## config.mk

```make
export PLATFORM = sky130hd
export DESIGN_NAME = phy_tx_payload_serializer
export DESIGN_NICKNAME = d
export VERILOG_FILES = /design/src/rtl/phy_tx_payload_serializer.sv
export SDC_FILE = /design/constraint.sdc
export NUM_CORES = 1
export LEC_CHECK = 0
export BUFFER_PORTS_ARGS = -buffer_cell sky130_fd_sc_hd__buf_2
export CAP_MARGIN = 5
export CORE_ASPECT_RATIO = 1.25
export CORE_MARGIN = 2
export CORE_UTILIZATION = 40
export DETAILED_ROUTE_END_ITERATION = 8
export GPL_ROUTABILITY_DRIVEN = 0
export HOLD_SLACK_MARGIN = 0.02
export PLACE_DENSITY = 0.65
export SYNTH_ARGS = -nofsm -noshare
export SYNTH_HDL_FRONTEND = slang
export SYNTH_SLANG_ARGS = --single-unit
```

## constraint.sdc

```tcl
create_clock -name clk -period 5.33 [get_ports clk]
set_clock_uncertainty 0.1 [all_clocks]
set_input_delay 0.533 -clock clk [delete_from_list [all_inputs] [get_ports clk]]
set_output_delay 0.533 -clock clk [all_outputs]
set_load 0.01 [all_outputs]
```

## src/rtl/phy_tx_payload_serializer.sv

```systemverilog
// Payload byte -> low-first nibble serializer for the 4b5b encoder; CRC-32 trailer only when PHY_TX_PAYLOAD_CRC_EN is defined.
// Latency: byte->nibble_en 1 cycle, last nibble->EOP 1 cycle; nibbles hold until accepted, byte rdy prefetches during the hi nibble.
module phy_tx_payload_serializer #(
  parameter int MAX_BYTES    = 30,
  parameter int UNDERRUN_CYC = 16
) (
  input  logic       clk,
  input  logic       rst,
  input  logic       pl2phy_tx_payload_start,
  input  logic [7:0] pl2phy_tx_payload,
  input  logic       pl2phy_tx_payload_en,
  input  logic       pl2phy_tx_payload_last,
  output logic       phy2pl_tx_payload_rdy,
  output logic [3:0] phy_control_tx_nibble,
  output logic       phy_control_tx_nibble_en,
  input  logic       phy_control_tx_nibble_rdy,
  output logic       phy_control_tx_payload_eop,
  input  logic       phy_control_tx_abort,
  output logic       phy2pl_tx_payload_error
);

  localparam int CNT_W = $clog2(MAX_BYTES + 1);
  localparam int UR_W  = $clog2(UNDERRUN_CYC + 1);

  typedef enum logic [2:0] {
    IDLE     = 3'd0,
    LOAD     = 3'd1,
    SEND_LO  = 3'd2,
    SEND_HI  = 3'd3,
`ifdef PHY_TX_PAYLOAD_CRC_EN
    SEND_CRC = 3'd4,
`endif
    EOP      = 3'd5
  } state_t;

  state_t           state_q;
  logic [7:0]       byte_q;
  logic             last_q;
  logic [CNT_W-1:0] byte_cnt_q;
  logic [CNT_W-1:0] byte_cnt_d;
  logic [UR_W-1:0]  ur_cnt_q;
  logic [UR_W-1:0]  ur_cnt_d;
  logic [3:0]       nibble_q;
  logic             nibble_en_q;
  logic             eop_q;
  logic             error_q;
  logic             rdy;
  logic             xfer;
  logic             accept;
  logic             cnt_full;

`ifdef PHY_TX_PAYLOAD_CRC_EN
  localparam logic [31:0] CRC_POLY = 32'hEDB88320;

  logic [31:0] crc_q;
  logic [31:0] crc_d;
  logic [31:0] crc_tx;
  logic [2:0]  crc_idx_q;
  logic [2:0]  crc_idx_d;

  // Reflected form: the LSB of the register lines up with the first bit on the wire.
  function automatic logic [31:0] crc_byte(input logic [31:0] c, input logic [7:0] d);
    logic [31:0] r;
    r = c ^ {24'h0, d};
    for (int i = 0; i < 8; i++) begin
      r = r[0] ? ((r >> 1) ^ CRC_POLY) : (r >> 1);
    end
    return r;
  endfunction

  assign crc_d     = crc_byte(crc_q, pl2phy_tx_payload);
  assign crc_tx    = ~crc_q;
  assign crc_idx_d = crc_idx_q + 3'd1;
`endif

  assign cnt_full   = (byte_cnt_q == CNT_W'(MAX_BYTES));
  assign byte_cnt_d = cnt_full ? byte_cnt_q : byte_cnt_q + CNT_W'(1);
  assign ur_cnt_d   = ur_cnt_q + UR_W'(1);

  // Masking with rst/abort keeps the protocol layer from believing a byte was taken in a dropped cycle.
  always_comb begin
    rdy = 1'b0;
    case (state_q)
      LOAD:    rdy = 1'b1;
      SEND_HI: rdy = phy_control_tx_nibble_rdy & ~last_q & ~cnt_full;
      default: rdy = 1'b0;
    endcase
    rdy = rdy & ~rst & ~phy_control_tx_abort;
  end

  assign xfer   = pl2phy_tx_payload_en & rdy;
  assign accept = nibble_en_q & phy_control_tx_nibble_rdy;

  always_ff @(posedge clk) begin
    if (rst || phy_control_tx_abort) begin
      state_q     <= IDLE;
      nibble_q    <= 4'h0;
      nibble_en_q <= 1'b0;
      eop_q       <= 1'b0;
      error_q     <= 1'b0;
      if (rst) begin
        byte_q     <= 8'h00;
        last_q     <= 1'b0;
        byte_cnt_q <= '0;
        ur_cnt_q   <= '0;
`ifdef PHY_TX_PAYLOAD_CRC_EN
        crc_q      <= 32'hFFFFFFFF;
        crc_idx_q  <= 3'd0;
`endif
      end
    end else begin
      eop_q   <= 1'b0;
      error_q <= 1'b0;
      if (xfer) begin
        byte_q      <= pl2phy_tx_payload;
        last_q      <= pl2phy_tx_payload_last;
        byte_cnt_q  <= byte_cnt_d;
`ifdef PHY_TX_PAYLOAD_CRC_EN
        crc_q       <= crc_d;
`endif
        nibble_q    <= pl2phy_tx_payload[3:0];
        nibble_en_q <= 1'b1;
        state_q     <= SEND_LO;
      end else begin
        case (state_q)
          IDLE: begin
            if (pl2phy_tx_payload_start) begin
`ifdef PHY_TX_PAYLOAD_CRC_EN
              crc_q      <= 32'hFFFFFFFF;
`endif
              byte_cnt_q <= '0;
              ur_cnt_q   <= '0;
              state_q    <= LOAD;
            end
          end
          LOAD: begin
            // The first byte may take as long as it likes; only mid-packet gaps count.
            if (byte_cnt_q != '0) begin
              if (ur_cnt_d == UR_W'(UNDERRUN_CYC)) begin
                error_q <= 1'b1;
                state_q <= IDLE;
              end else begin
                ur_cnt_q <= ur_cnt_d;
              end
            end
          end
          SEND_LO: begin
            if (accept) begin
              nibble_q <= byte_q[7:4];
              state_q  <= SEND_HI;
            end
          end
          SEND_HI: begin
            if (accept) begin
              if (last_q) begin
`ifdef PHY_TX_PAYLOAD_CRC_EN
                crc_idx_q <= 3'd0;
                nibble_q  <= crc_tx[3:0];
                state_q   <= SEND_CRC;
`else
                nibble_q    <= 4'h0;
                nibble_en_q <= 1'b0;
                eop_q       <= 1'b1;
                state_q     <= EOP;
`endif
              end else if (cnt_full) begin
                nibble_q    <= 4'h0;
                nibble_en_q <= 1'b0;
                error_q     <= 1'b1;
                state_q     <= IDLE;
              end else begin
                nibble_q    <= 4'h0;
                nibble_en_q <= 1'b0;
                ur_cnt_q    <= '0;
                state_q     <= LOAD;
              end
            end
          end
`ifdef PHY_TX_PAYLOAD_CRC_EN
          SEND_CRC: begin
            if (accept) begin
              if (crc_idx_q == 3'd7) begin
                nibble_q    <= 4'h0;
                nibble_en_q <= 1'b0;
                eop_q       <= 1'b1;
                state_q     <= EOP;
              end else begin
                crc_idx_q <= crc_idx_d;
                nibble_q  <= crc_tx[{crc_idx_d, 2'b00} +: 4];
              end
            end
          end
`endif
          EOP: begin
            state_q <= IDLE;
          end
          default: begin
            nibble_en_q <= 1'b0;
            state_q     <= IDLE;
          end
        endcase
      end
    end
  end

  assign phy2pl_tx_payload_rdy      = rdy;
  assign phy_control_tx_nibble      = nibble_q;
  assign phy_control_tx_nibble_en   = nibble_en_q;
  assign phy_control_tx_payload_eop = eop_q;
  assign phy2pl_tx_payload_error    = error_q;

endmodule

```

==> impl_metrics.py <==
metrics = {
    "cts": {
        "cts_sinks": 25,
        "cts_hold_repair.buffers": 0,
        "worst_path_clk_slew_ps": 80,
        "post-cts-setup-buffers": 0,
        "htree_num_levels": 1,
        "clk-insertion-delay-late_ps": 260,
        "num_cts_buffers": 3,
        "cts_max_path_buffers": 2,
        "post_cts.resized_instances": 0,
        "cts.root.buffer_cell": "sky130_fd_sc_hd__clkbuf_8",
        "tritoncts": "built",
    },
    "hold_path": {
        "whs_endpoint": "phy_control_tx_nibble[3]",
        "min-delay-start": "pl2phy_tx_payload[3]",
        "hold_class": "input port to flop",
        "min_path_cells": 3,
    },
    "pwr": {
        "share_comb_of_total_power": 0.086,
        "total_leakage_power_nw": 0.584,
        "p_sw_frac": 0.224,
        "p_switching_mw": 0.0814,
        "ir_worst_vdd_mv": 0.118,
        "pwr-share-clk": 0.302,
        "p_int_mw": 0.281,
        "sequentialPowerShare": 0.613,
        "cell_area_power_density_mw_per_mm2": 234,
    },
    "sta": {
        "worst_slew_margin_relative_to_its_limit": 0.319,
        "finalSetupViolCount": 0,
        "report.final.slew_viol_count": 0,
        "period_minus_slack_ps": 2710,
        "fin_setup_tns_ps": 0,
        "setup_repair_after_global_routing_missed_its_margin": "no",
        "final.period_utilization": 0.509,
        "timing.final.hold_violations": 0,
        "worst-slew-pin-transition_ps": 1010,
        "maxClockFrequency_mhz": 368,
    },
    "synthesis": {
        "postSynthRegisterBits": 25,
        "number_of_flops_mapped_to_enable_cells_by_yosys": 15,
        "ys_async_sr_fraction": 0,
        "synth-warning-count": 0,
        "synth_area_leaders": "sky130_fd_sc_hd__edfxtp_1, sky130_fd_sc_hd__dfxtp_1, sky130_fd_sc_hd__nor2_1",
        "yosysTopAreaCellShare": 0.329,
        "synth.cell_area_mm2": 0.00137,
        "synth_commonest_cells": "sky130_fd_sc_hd__edfxtp_1, sky130_fd_sc_hd__nor2_1, sky130_fd_sc_hd__dfxtp_1",
        "synth_top_cell_by_area": "sky130_fd_sc_hd__edfxtp_1",
        "synth_sequential_area_ratio": 0.475,
        "syn-instance-count": 134,
        "synth_nets": 153,
        "synth_cell_types": 43,
        "average_cell_area_after_synthesis_um2": 10.2,
        "ys.flop_type": "sky130_fd_sc_hd__edfxtp_1",
    },
    "global_routing": {
        "grt_use_total": 0.155,
        "overall_overflow_remaining_after_global_route": 0,
        "grt_start_max_net_pins": 17,
        "number_of_global_route_vias_before_repair": 1064,
        "grt_pass1_wl_um": 4750,
        "grt_antenna_before_repair": 0,
    },
    "run": {
        "max-cap-violations": 0,
    },
    "drt": {
        "post_drt_via_cell_ratio": 5.62,
        "postRouteAntennaNets": 0,
        "drcViolationCount": 0,
        "drt_first_iter_violations": 47,
        "total_via_count_in_the_routed_design": 1085,
        "wl_um": 2840,
        "detailedRoute.firstPassIterationCount": 4,
        "average_detailed_routed_wire_length_per_instance_um": 14.7,
    },
    "floorplan": {
        "dieArea_mm2": 0.00391,
        "die_h_um": 69.4,
        "floorplan.core_area_mm2": 0.00325,
        "start_util": 0.421,
        "fp-row-count": 23,
        "io_pins": 23,
        "die_width_um": 56.3,
    },
    "worst_setup_path": {
        "regToRegSetupSlack_ps": 2620,
        "start_kind": "flop",
        "arrival_ps": 2510,
        "setup.worst_path.end_class": "flop",
        "critical_path_class": "flop to flop",
        "reg2reg_depth": 6,
        "reg2reg_from": "byte_cnt_q[0]",
        "critical_path_data_required_time_ps": 5120,
        "critPathMaxFanout": 5,
        "critical_register_to_register_path_endpoint": "ur_cnt_q[3]",
    },
    "layout": {
        "antenna_cells": 0,
        "area_delta_synth_final_pct": 13.1,
        "post_route_cells_drive_above_1_share": 0.192,
        "finalNonFillerCells": 193,
        "nets": 176,
    },
    "placed_design": {
        "number_of_buffers_added_on_ports": 22,
        "place.detailed.hpwl_um": 2250,
        "numPlacedInstances": 189,
    },
    "outcome": {
        "run_status": "finished, final reports clean",
    },
}
stage by stage:
stage          hold WS [ps]   util  worst slack, ps  instance area, um^2  power [mW]
4_1_cts                 389  0.476             2620                 1550       0.366
2_1_floorplan           404      -             3080                 1370       0.244
3_5_place_dp            394  0.462             2640                 1500       0.257
5_1_grt                 394  0.476             2350                 1550       0.380
6_report                385  0.476             2620                 1550       0.362
3_3_place_gp            376  0.462             2680                 1500       0.257
layout by cell type (no fill, tap or decap), drive strengths merged, types with 3 or more instances in the layout:
master	synthesis	layout
nand2	7	7
nand3	6	6
and2	7	7
a21oi	9	9
nor2b	4	4
nor3	4	4
o31ai	3	3
inv	4	4
and4	4	4
edfxtp	15	15
clkbuf	2	4
nor3b	5	5
nand3b	4	4
ha	4	4
buf	2	22
dfxtp	10	10
xor2	4	4
nor2	15	15
power by group through the flow:
| stage | Combinational [mW] | Clock [mW] | Sequential (mW) |
|---|---|---|---|
| floorplan | 0.0209 | 0 | 0.223 |
| global placement | 0.0307 | 0 | 0.226 |
| detailed placement | 0.0310 | 0 | 0.226 |
| CTS | 0.0313 | 0.112 | 0.222 |
| global route | 0.0358 | 0.120 | 0.223 |
| finish | 0.0311 | 0.109 | 0.222 |
worst max-delay path, cell delays in order (launching register included):
cell	delay (ps)
sky130_fd_sc_hd__edfxtp_1	450
sky130_fd_sc_hd__inv_1	110
sky130_fd_sc_hd__ha_1	170
sky130_fd_sc_hd__nand4_1	220
sky130_fd_sc_hd__a21boi_1	290
sky130_fd_sc_hd__nor2_1	120
sky130_fd_sc_hd__nor4_1	880
state kept, by name, summed over array words and instances, names as in the netlist:
register                    flops
phy_control_tx_nibble           4
state_q                         3
last_q                          1
phy_control_tx_payload_eop      1
byte_cnt_q                      5
ur_cnt_q                        5
phy_control_tx_nibble_en        1
byte_q                          4
phy2pl_tx_payload_error         1
layout make-up:
cell class,instances,area [um^2]
fillers,309,1700
multi-input cells,101,681
flip-flops and latches,25,651
repair buffers,22,110
well taps,37,46.3
clock buffers,4,45.0
inverters,4,15.0
cell families after synthesis:
kind of cell | count (synthesis) | synth area share
xor+xnor | 6 | 0.0384
buf+inv | 8 | 0.0274
fa+ha+maj | 4 | 0.0366
flops | 25 | 0.475
simple gates | 67 | 0.300
compound gates | 24 | 0.122
worst max path at each step:
stage / start / depth (start not counted) / slack, ps / endpoint
after floorplan: byte_cnt_q[0] / 6 / 3080 / ur_cnt_q[0]
after global placement: byte_cnt_q[0] / 6 / 2680 / ur_cnt_q[0]
after detailed placement: byte_cnt_q[0] / 6 / 2640 / ur_cnt_q[3]
after CTS: byte_cnt_q[0] / 6 / 2620 / ur_cnt_q[4]
after global routing: byte_cnt_q[0] / 6 / 2350 / ur_cnt_q[3]
final: byte_cnt_q[0] / 6 / 2620 / ur_cnt_q[3]
layer usage:
| metal | vias to the layer above | share of wire | GRT usage |
|---|---|---|---|
| li1 | 538 | - | - |
| met1 | 513 | 0.42 | 0.181 |
| met2 | 29 | 0.52 | 0.277 |
| met3 | 5 | 0.048 | 0.0280 |
| met4 | 0 | 0.013 | 0.0556 |
| met5 | - | 0 | 0 |
(Power assumes the default switching activity.)
